$ cat config.mk
export PLATFORM = sky130hd
export DESIGN_NAME = sha256_msg_feeder
export DESIGN_NICKNAME = d
export VERILOG_FILES = /design/src/rtl/sha256_msg_feeder.sv
export SDC_FILE = /design/constraint.sdc
export NUM_CORES = 2
export LEC_CHECK = 0
export CAP_MARGIN = 5
export CORE_AREA = 2 2 254 256
export DETAILED_ROUTE_END_ITERATION = 8
export DIE_AREA = 0 0 256 258
export PLACE_DENSITY = 0.63
export SETUP_SLACK_MARGIN = 0.3
export SYNTH_ARGS = -nofsm -noshare
export SYNTH_HDL_FRONTEND = slang
export SYNTH_SLANG_ARGS = --single-unit
export TNS_END_PERCENT = 20
$ cat constraint.sdc
create_clock -name clk -period 28.1 [get_ports clk]
set_clock_uncertainty 0.2 [all_clocks]
set_input_delay 4.215 -clock clk [delete_from_list [all_inputs] [get_ports clk]]
set_output_delay 4.215 -clock clk [all_outputs]
set_load 0.1 [all_outputs]
$ cat src/rtl/sha256_msg_feeder.sv
// rtl/sha256_msg_feeder.sv - SHA256 message padder, block buffer and 64-round word streamer
//
// Purpose: accepts a big-endian 32-bit word stream, applies SHA256 padding
// (0x80 byte, zero fill, 64-bit bit length), buffers each 512-bit block and
// streams 64 rounds per block to the message expansion stage.
//
// Ports:
//   clk, rst                 clock, asynchronous active-high reset
//   in_data/in_valid/in_last message word stream, in_bytes = valid bytes of last word (0 means 4)
//   in_ready                 a word is accepted this cycle when in_valid is also high
//   core_ready               compression core may start a block
//   out_word/out_sel         expansion stage `in` / `sel`
//   out_valid/out_round      round active / round index t
//   out_first                high at t=0
//   out_last_block           high for all rounds of the message's final block
//   msg_done                 one-cycle pulse after round 63 of the final block
module sha256_msg_feeder #(
    parameter int LEN_W = 64
) (
    input  logic        clk,
    input  logic        rst,
    input  logic [31:0] in_data,
    input  logic        in_valid,
    input  logic        in_last,
    input  logic [1:0]  in_bytes,
    output logic        in_ready,
    input  logic        core_ready,
    output logic [31:0] out_word,
    output logic        out_sel,
    output logic        out_valid,
    output logic [5:0]  out_round,
    output logic        out_first,
    output logic        out_last_block,
    output logic        msg_done
);

    typedef enum logic [1:0] {S_FILL, S_PAD, S_WAIT, S_EMIT} state_t;

    state_t             state_q, state_d;
    logic [3:0]         wi_q, wi_d;
    logic [4:0]         pad_idx_q, pad_idx_d;   // next buffer index to write in PAD; 16 = block full
    logic [LEN_W-1:0]   cnt_q, cnt_d;
    logic               need80_q, need80_d;     // 0x80000000 still owed at pad_idx
    logic               lenfit_q, lenfit_d;     // this block receives the length field
    logic               ovf_q, ovf_d;           // an extra padding block follows
    logic               final_q, final_d;
    logic [5:0]         t_q, t_d;
    logic [31:0]        mbuf_q [16];
    logic [31:0]        mbuf_d [16];

    logic               in_ready_q, in_ready_d;
    logic [31:0]        out_word_q, out_word_d;
    logic               out_sel_q, out_sel_d;
    logic               out_valid_q, out_valid_d;
    logic [5:0]         out_round_q, out_round_d;
    logic               out_first_q, out_first_d;
    logic               out_last_block_q, out_last_block_d;
    logic               msg_done_q, msg_done_d;

    logic [2:0]         nbytes;
    logic [3:0]         pidx;
    logic [63:0]        len64;

    // Bit length; shifting the 64-bit value drops any bits beyond the field.
    assign len64 = 64'(cnt_q) << 3;

    always_comb begin
        state_d    = state_q;
        wi_d       = wi_q;
        pad_idx_d  = pad_idx_q;
        cnt_d      = cnt_q;
        need80_d   = need80_q;
        lenfit_d   = lenfit_q;
        ovf_d      = ovf_q;
        final_d    = final_q;
        t_d        = t_q;
        mbuf_d     = mbuf_q;
        msg_done_d = 1'b0;
        nbytes     = 3'd4;
        pidx       = pad_idx_q[3:0];

        case (state_q)
            S_FILL: begin
                if (in_valid && in_ready_q) begin
                    nbytes = (in_last && in_bytes != 2'd0) ? {1'b0, in_bytes} : 3'd4;
                    cnt_d  = cnt_q + LEN_W'(nbytes);
                    if (!in_last) begin
                        mbuf_d[wi_q] = in_data;
                        if (wi_q == 4'd15) begin
                            state_d = S_WAIT;
                            final_d = 1'b0;
                        end else begin
                            wi_d = wi_q + 4'd1;
                        end
                    end else begin
                        // Partial last word carries its own 0x80 byte; a full
                        // one leaves 0x80000000 owed at the next index.
                        case (in_bytes)
                            2'd1:    mbuf_d[wi_q] = {in_data[31:24], 8'h80, 16'h0000};
                            2'd2:    mbuf_d[wi_q] = {in_data[31:16], 8'h80, 8'h00};
                            2'd3:    mbuf_d[wi_q] = {in_data[31:8], 8'h80};
                            default: mbuf_d[wi_q] = in_data;
                        endcase
                        pad_idx_d = {1'b0, wi_q} + 5'd1;
                        need80_d  = (in_bytes == 2'd0);
                        lenfit_d  = (in_bytes == 2'd0) ? (wi_q <= 4'd12) : (wi_q <= 4'd13);
                        state_d   = S_PAD;
                    end
                end
            end
            S_PAD: begin
                if (pad_idx_q[4]) begin
                    // Data filled the block; 0x80 (if still owed) moves to the next one.
                    ovf_d   = 1'b1;
                    final_d = 1'b0;
                    state_d = S_WAIT;
                end else begin
                    if (need80_q)
                        mbuf_d[pidx] = 32'h8000_0000;
                    else if (lenfit_q && pidx == 4'd14)
                        mbuf_d[pidx] = len64[63:32];
                    else if (lenfit_q && pidx == 4'd15)
                        mbuf_d[pidx] = len64[31:0];
                    else
                        mbuf_d[pidx] = 32'h0;
                    need80_d  = 1'b0;
                    pad_idx_d = pad_idx_q + 5'd1;
                    if (pidx == 4'd15) begin
                        state_d = S_WAIT;
                        final_d = lenfit_q;
                        ovf_d   = !lenfit_q;
                    end
                end
            end
            S_WAIT: begin
                if (core_ready) begin
                    state_d = S_EMIT;
                    t_d     = 6'd0;
                end
            end
            S_EMIT: begin
                if (t_q == 6'd63) begin
                    wi_d = 4'd0;
                    if (ovf_q) begin
                        state_d   = S_PAD;
                        pad_idx_d = 5'd0;
                        lenfit_d  = 1'b1;
                        ovf_d     = 1'b0;
                    end else if (final_q) begin
                        msg_done_d = 1'b1;
                        cnt_d      = '0;
                        final_d    = 1'b0;
                        need80_d   = 1'b0;
                        lenfit_d   = 1'b0;
                        state_d    = S_FILL;
                    end else begin
                        state_d = S_FILL;
                    end
                end else begin
                    t_d = t_q + 6'd1;
                end
            end
            default: state_d = S_FILL;
        endcase

        // Outputs are registered from the next state so they line up with it.
        in_ready_d       = (state_d == S_FILL);
        out_valid_d      = (state_d == S_EMIT);
        out_round_d      = (state_d == S_EMIT) ? t_d : 6'd0;
        out_first_d      = (state_d == S_EMIT) && (t_d == 6'd0);
        out_sel_d        = (state_d == S_EMIT) && (t_d[5:4] != 2'b00);
        out_word_d       = ((state_d == S_EMIT) && (t_d[5:4] == 2'b00)) ? mbuf_q[t_d[3:0]] : 32'h0;
        out_last_block_d = (state_d == S_EMIT) && final_q;
    end

    always_ff @(posedge clk or posedge rst) begin
        if (rst) begin
            state_q          <= S_FILL;
            wi_q             <= 4'd0;
            pad_idx_q        <= 5'd0;
            cnt_q            <= '0;
            need80_q         <= 1'b0;
            lenfit_q         <= 1'b0;
            ovf_q            <= 1'b0;
            final_q          <= 1'b0;
            t_q              <= 6'd0;
            for (int i = 0; i < 16; i++) mbuf_q[i] <= 32'h0;
            in_ready_q       <= 1'b0;
            out_word_q       <= 32'h0;
            out_sel_q        <= 1'b0;
            out_valid_q      <= 1'b0;
            out_round_q      <= 6'd0;
            out_first_q      <= 1'b0;
            out_last_block_q <= 1'b0;
            msg_done_q       <= 1'b0;
        end else begin
            state_q          <= state_d;
            wi_q             <= wi_d;
            pad_idx_q        <= pad_idx_d;
            cnt_q            <= cnt_d;
            need80_q         <= need80_d;
            lenfit_q         <= lenfit_d;
            ovf_q            <= ovf_d;
            final_q          <= final_d;
            t_q              <= t_d;
            mbuf_q           <= mbuf_d;
            in_ready_q       <= in_ready_d;
            out_word_q       <= out_word_d;
            out_sel_q        <= out_sel_d;
            out_valid_q      <= out_valid_d;
            out_round_q      <= out_round_d;
            out_first_q      <= out_first_d;
            out_last_block_q <= out_last_block_d;
            msg_done_q       <= msg_done_d;
        end
    end

    assign in_ready       = in_ready_q;
    assign out_word       = out_word_q;
    assign out_sel        = out_sel_q;
    assign out_valid      = out_valid_q;
    assign out_round      = out_round_q;
    assign out_first      = out_first_q;
    assign out_last_block = out_last_block_q;
    assign msg_done       = msg_done_q;

endmodule

==> impl_metrics.yaml <==
clocking:
  ctsResizeCount: 0
  cts_hold_buf: 0
  clockBufferDepth: 3
  htree_levels: 3
  postCtsSetupBuffers: 0
  cts.sink_count: 638
  cts_tree: "done"
  clk_pin_slew_worst_paths_ns: 0.06
  clk_latency_ns: 0.63
  root_buffer: "clkbuf_16"
  cts_buffers: 73
timing:
  finalHoldViolations: 0
  fin_tns_setup_ns: 0
  max_clock_freq_mhz: 123.4
  drv_slew: 0
  period_needed_ns: 8.101
  worst_pin_slew_ns: 1.338
  rsz0062_at_grt: "false"
  finalSetupViolCount: 0
  timing.final.crit_share_pct: 28.83
  max-slew-margin-rel_pct: 10.46
synthesis:
  synth_nets: 3441
  yosysUniqueCellTypes: 79
  yosys_warnings: 0
  yosysMostFrequentCell: "dfrtp_1"
  seq_area_frac_synth_pct: 50.73
  async_reset_ff_share_pct: 100.0
  synth_common_cells: "dfrtp_1 (638), nand2_1 (611), clkbuf_1 (246)"
  yosys.area.top_type: "dfrtp_1"
  synth_ff_type: "dfrtp_1"
  avgSynthCellArea_um2: 9.288
  ys_top_cells_by_area: "dfrtp_1 (51%), nand2_1 (7.3%), o2bb2ai_1 (6.3%), a22o_1 (3.6%), nand3_1 (3.5%)"
  ys_ff_latch: 638
  synth.top_cell.area_share_pct: 50.73
  synthCells: 3388
  synth-edff-count: 0
  synth.cell_area_mm2: 0.03147
routing:
  routed_wl_um: 133500
  drt_iter0_markers: 4842
  drc: 0
  post_drt_via_cell_ratio: 7.089
  drt_first_pass_iters: 7
  drtAntennaViolNets: 0
  vias: 29990
  wl_per_cell_um: 31.55
floorplan:
  dieHeight_um: 258
  core_area_mm2: 0.06365
  initial_core_util_pct: 49.44
  die_x_um: 256
  dieArea_mm2: 0.06605
  placementRows: 93
  io_pins: 83
worst_setup_path:
  cp_top_family: "buffers and inverters"
  crit_fanout: 85
  critPathCaptureType: "flip-flop"
  worst_path_largest_cell_delay_ns: 0.96
  path_buf_inv: 3
  cp_cell_sequence: "clkdlybuf4s50_1, o21ai_0, a2bb2oi_4, and2_4, buf_4, buf_4, nand2_1, a31oi_1, o22ai_1, nor3_1"
  critPathRequiredTime_ns: 28.43
  cpMaxStageDelayCell: "buf_4"
  path_class: "in -> reg"
  start_kind: "input port"
  cp.arrival_ns: 8.43
  crit_top_cell: "buf_4"
cells_and_area:
  drive_gt1_share_pct: 7.323
  seq_area_mm2: 0.01597
  nets: 3370
  syn_to_final_growth_pct: 12.14
  fillerInstances: 5642
  post-route-util_pct: 55.44
  multi_input_area_mm2: 0.01430
job:
  drv_cap: 0
placed_design:
  io_buffers: 82
  hpwl_um: 84950
  place_congestion: 0.9962
run_status:
  status: "finished clean"
pwr:
  cellPowerDensity_mw_per_mm2: 92.12
  comb_power_share_pct: 40.2
  internal_power_mw: 1.811
  seq_power_share_pct: 30.1
  power_mw: 3.251
  power_switching_mw: 1.440
  ir_drop_mv: 0.1422
  clkPwrFrac_pct: 29.8
  cellLeakagePower_nw: 14.82
  swShare_pct: 44.30
hold_path:
  hold_class: "reg -> reg"
grt:
  first_global_vias: 28920
  grt_max_degree: 130
  grt-ovfl-total: 0
  antenna_found_initial: 4
  grt_pass1_wl_um: 196800
  grtUsageTotal_pct: 39.94
## metal layers
layer / share of wire (%) / GRT usage, %
met5: 0.15 / 1.140
met4: 6.0 / 20.57
met3: 14 / 13.77
met2: 41 / 56.14
met1: 39 / 54.56
## area by class of cell
| class | instances | area share [%] |
|---|---|---|
| sequential | 638 | 45.24 |
| multi-input combinational | 2411 | 40.51 |
| clock buffer | 115 | 6.403 |
| timing repair buffer | 161 | 4.017 |
| tap | 855 | 3.031 |
| inverter | 32 | 0.3971 |
| clock inverter | 16 | 0.3900 |
| antenna | 2 | 0.01418 |
## flip-flops by register name, summed over array words and instances (netlist names), 2 cells and up
name and count:
state_q 2, mbuf_q 512, wi_q 4, cnt_q 61, pad_idx_q 5, out_round 6, t_q 6, out_word 32
## worst register-to-register path, cell delays in order, from the launching register on
cell	delay, ns
dfrtp_1	0.45
ha_1	0.28
nand3_2	0.20
a2bb2oi_4	0.45
and2_4	0.60
buf_4	0.97
buf_4	0.83
nand2_1	0.17
a31oi_1	0.22
o22ai_1	0.11
nor3_1	0.20
## cells in the final DEF, fill, tap and decap left out, types with 16 or more instances in the layout
cell | synthesis | routed
nand3_1 | 218 | 218
nor2_1 | 168 | 164
dfrtp_1 | 638 | 638
a22o_1 | 131 | 131
o21ai_0 | 171 | 171
nor3_1 | 56 | 55
clkbuf_16 | 0 | 77
clkbuf_8 | 2 | 19
or3_1 | 16 | 16
a31oi_1 | 77 | 77
a22oi_1 | 58 | 58
inv_1 | 29 | 27
a211oi_1 | 76 | 75
o22a_1 | 17 | 17
clkbuf_1 | 246 | 19
o2bb2ai_1 | 225 | 225
clkdlybuf4s50_1 | 0 | 82
nand2_1 | 611 | 609
o22ai_1 | 81 | 81
xor2_1 | 42 | 42
a21oi_1 | 118 | 117
nand4_1 | 30 | 30
buf_4 | 0 | 78
and3_1 | 85 | 85
## final timing paths
kind,from,endpoint,cells past startpoint,slack (ns)
min in group asynchronous,rst,mbuf_q[477],2,3.90
hold / removal,mbuf_q[245],mbuf_q[245],2,0.27
setup / recovery,core_ready,out_word[18],10,20.00
max in group asynchronous,rst,mbuf_q[270],4,21.33
setup reg to reg,t_q[0],out_word[18],10,23.31
hold reg to reg,mbuf_q[245],mbuf_q[245],2,0.27
## power groups by stage
stage	sequential [mW]	combinational, mW	clock, mW
6_report	0.978	1.31	0.967
5_1_grt	0.979	1.35	1.01
4_1_cts	0.976	1.26	0.970
3_5_place_dp	0.993	1.25	0
3_3_place_gp	0.993	1.24	0
2_1_floorplan	1.14	0.671	0
## cells by family (layout without fill, tap and decap cells)
family	count (synthesis)	after routing	synth area share (%)
and+or+nand+nor	1263	1263	18.07
AOI/OAI and AO/OA	1075	1075	24.72
DFF	638	638	50.73
buffers and inverters	339	324	4.230
xor gates and xnor gates	57	57	1.586
adders and majority gates	14	14	0.5805
muxes	2	2	0.07156
other	0	2	0
## stage by stage
step / hold slack, ns / cells / setup slack [ns] / instance area, um^2
after floorplan: 0.2416 / 3388 / 5.813 / 31470
after global placement: 0.2532 / 4096 / 19.56 / 32870
after detailed placement: 0.2626 / 4096 / 19.47 / 32870
after CTS: 0.2758 / 4227 / 20.13 / 35270
after global routing: 0.2948 / 4228 / 19.87 / 35290
final: 0.2726 / 4230 / 20.00 / 35290
No activity file was read; power rests on OpenSTA's default activity.
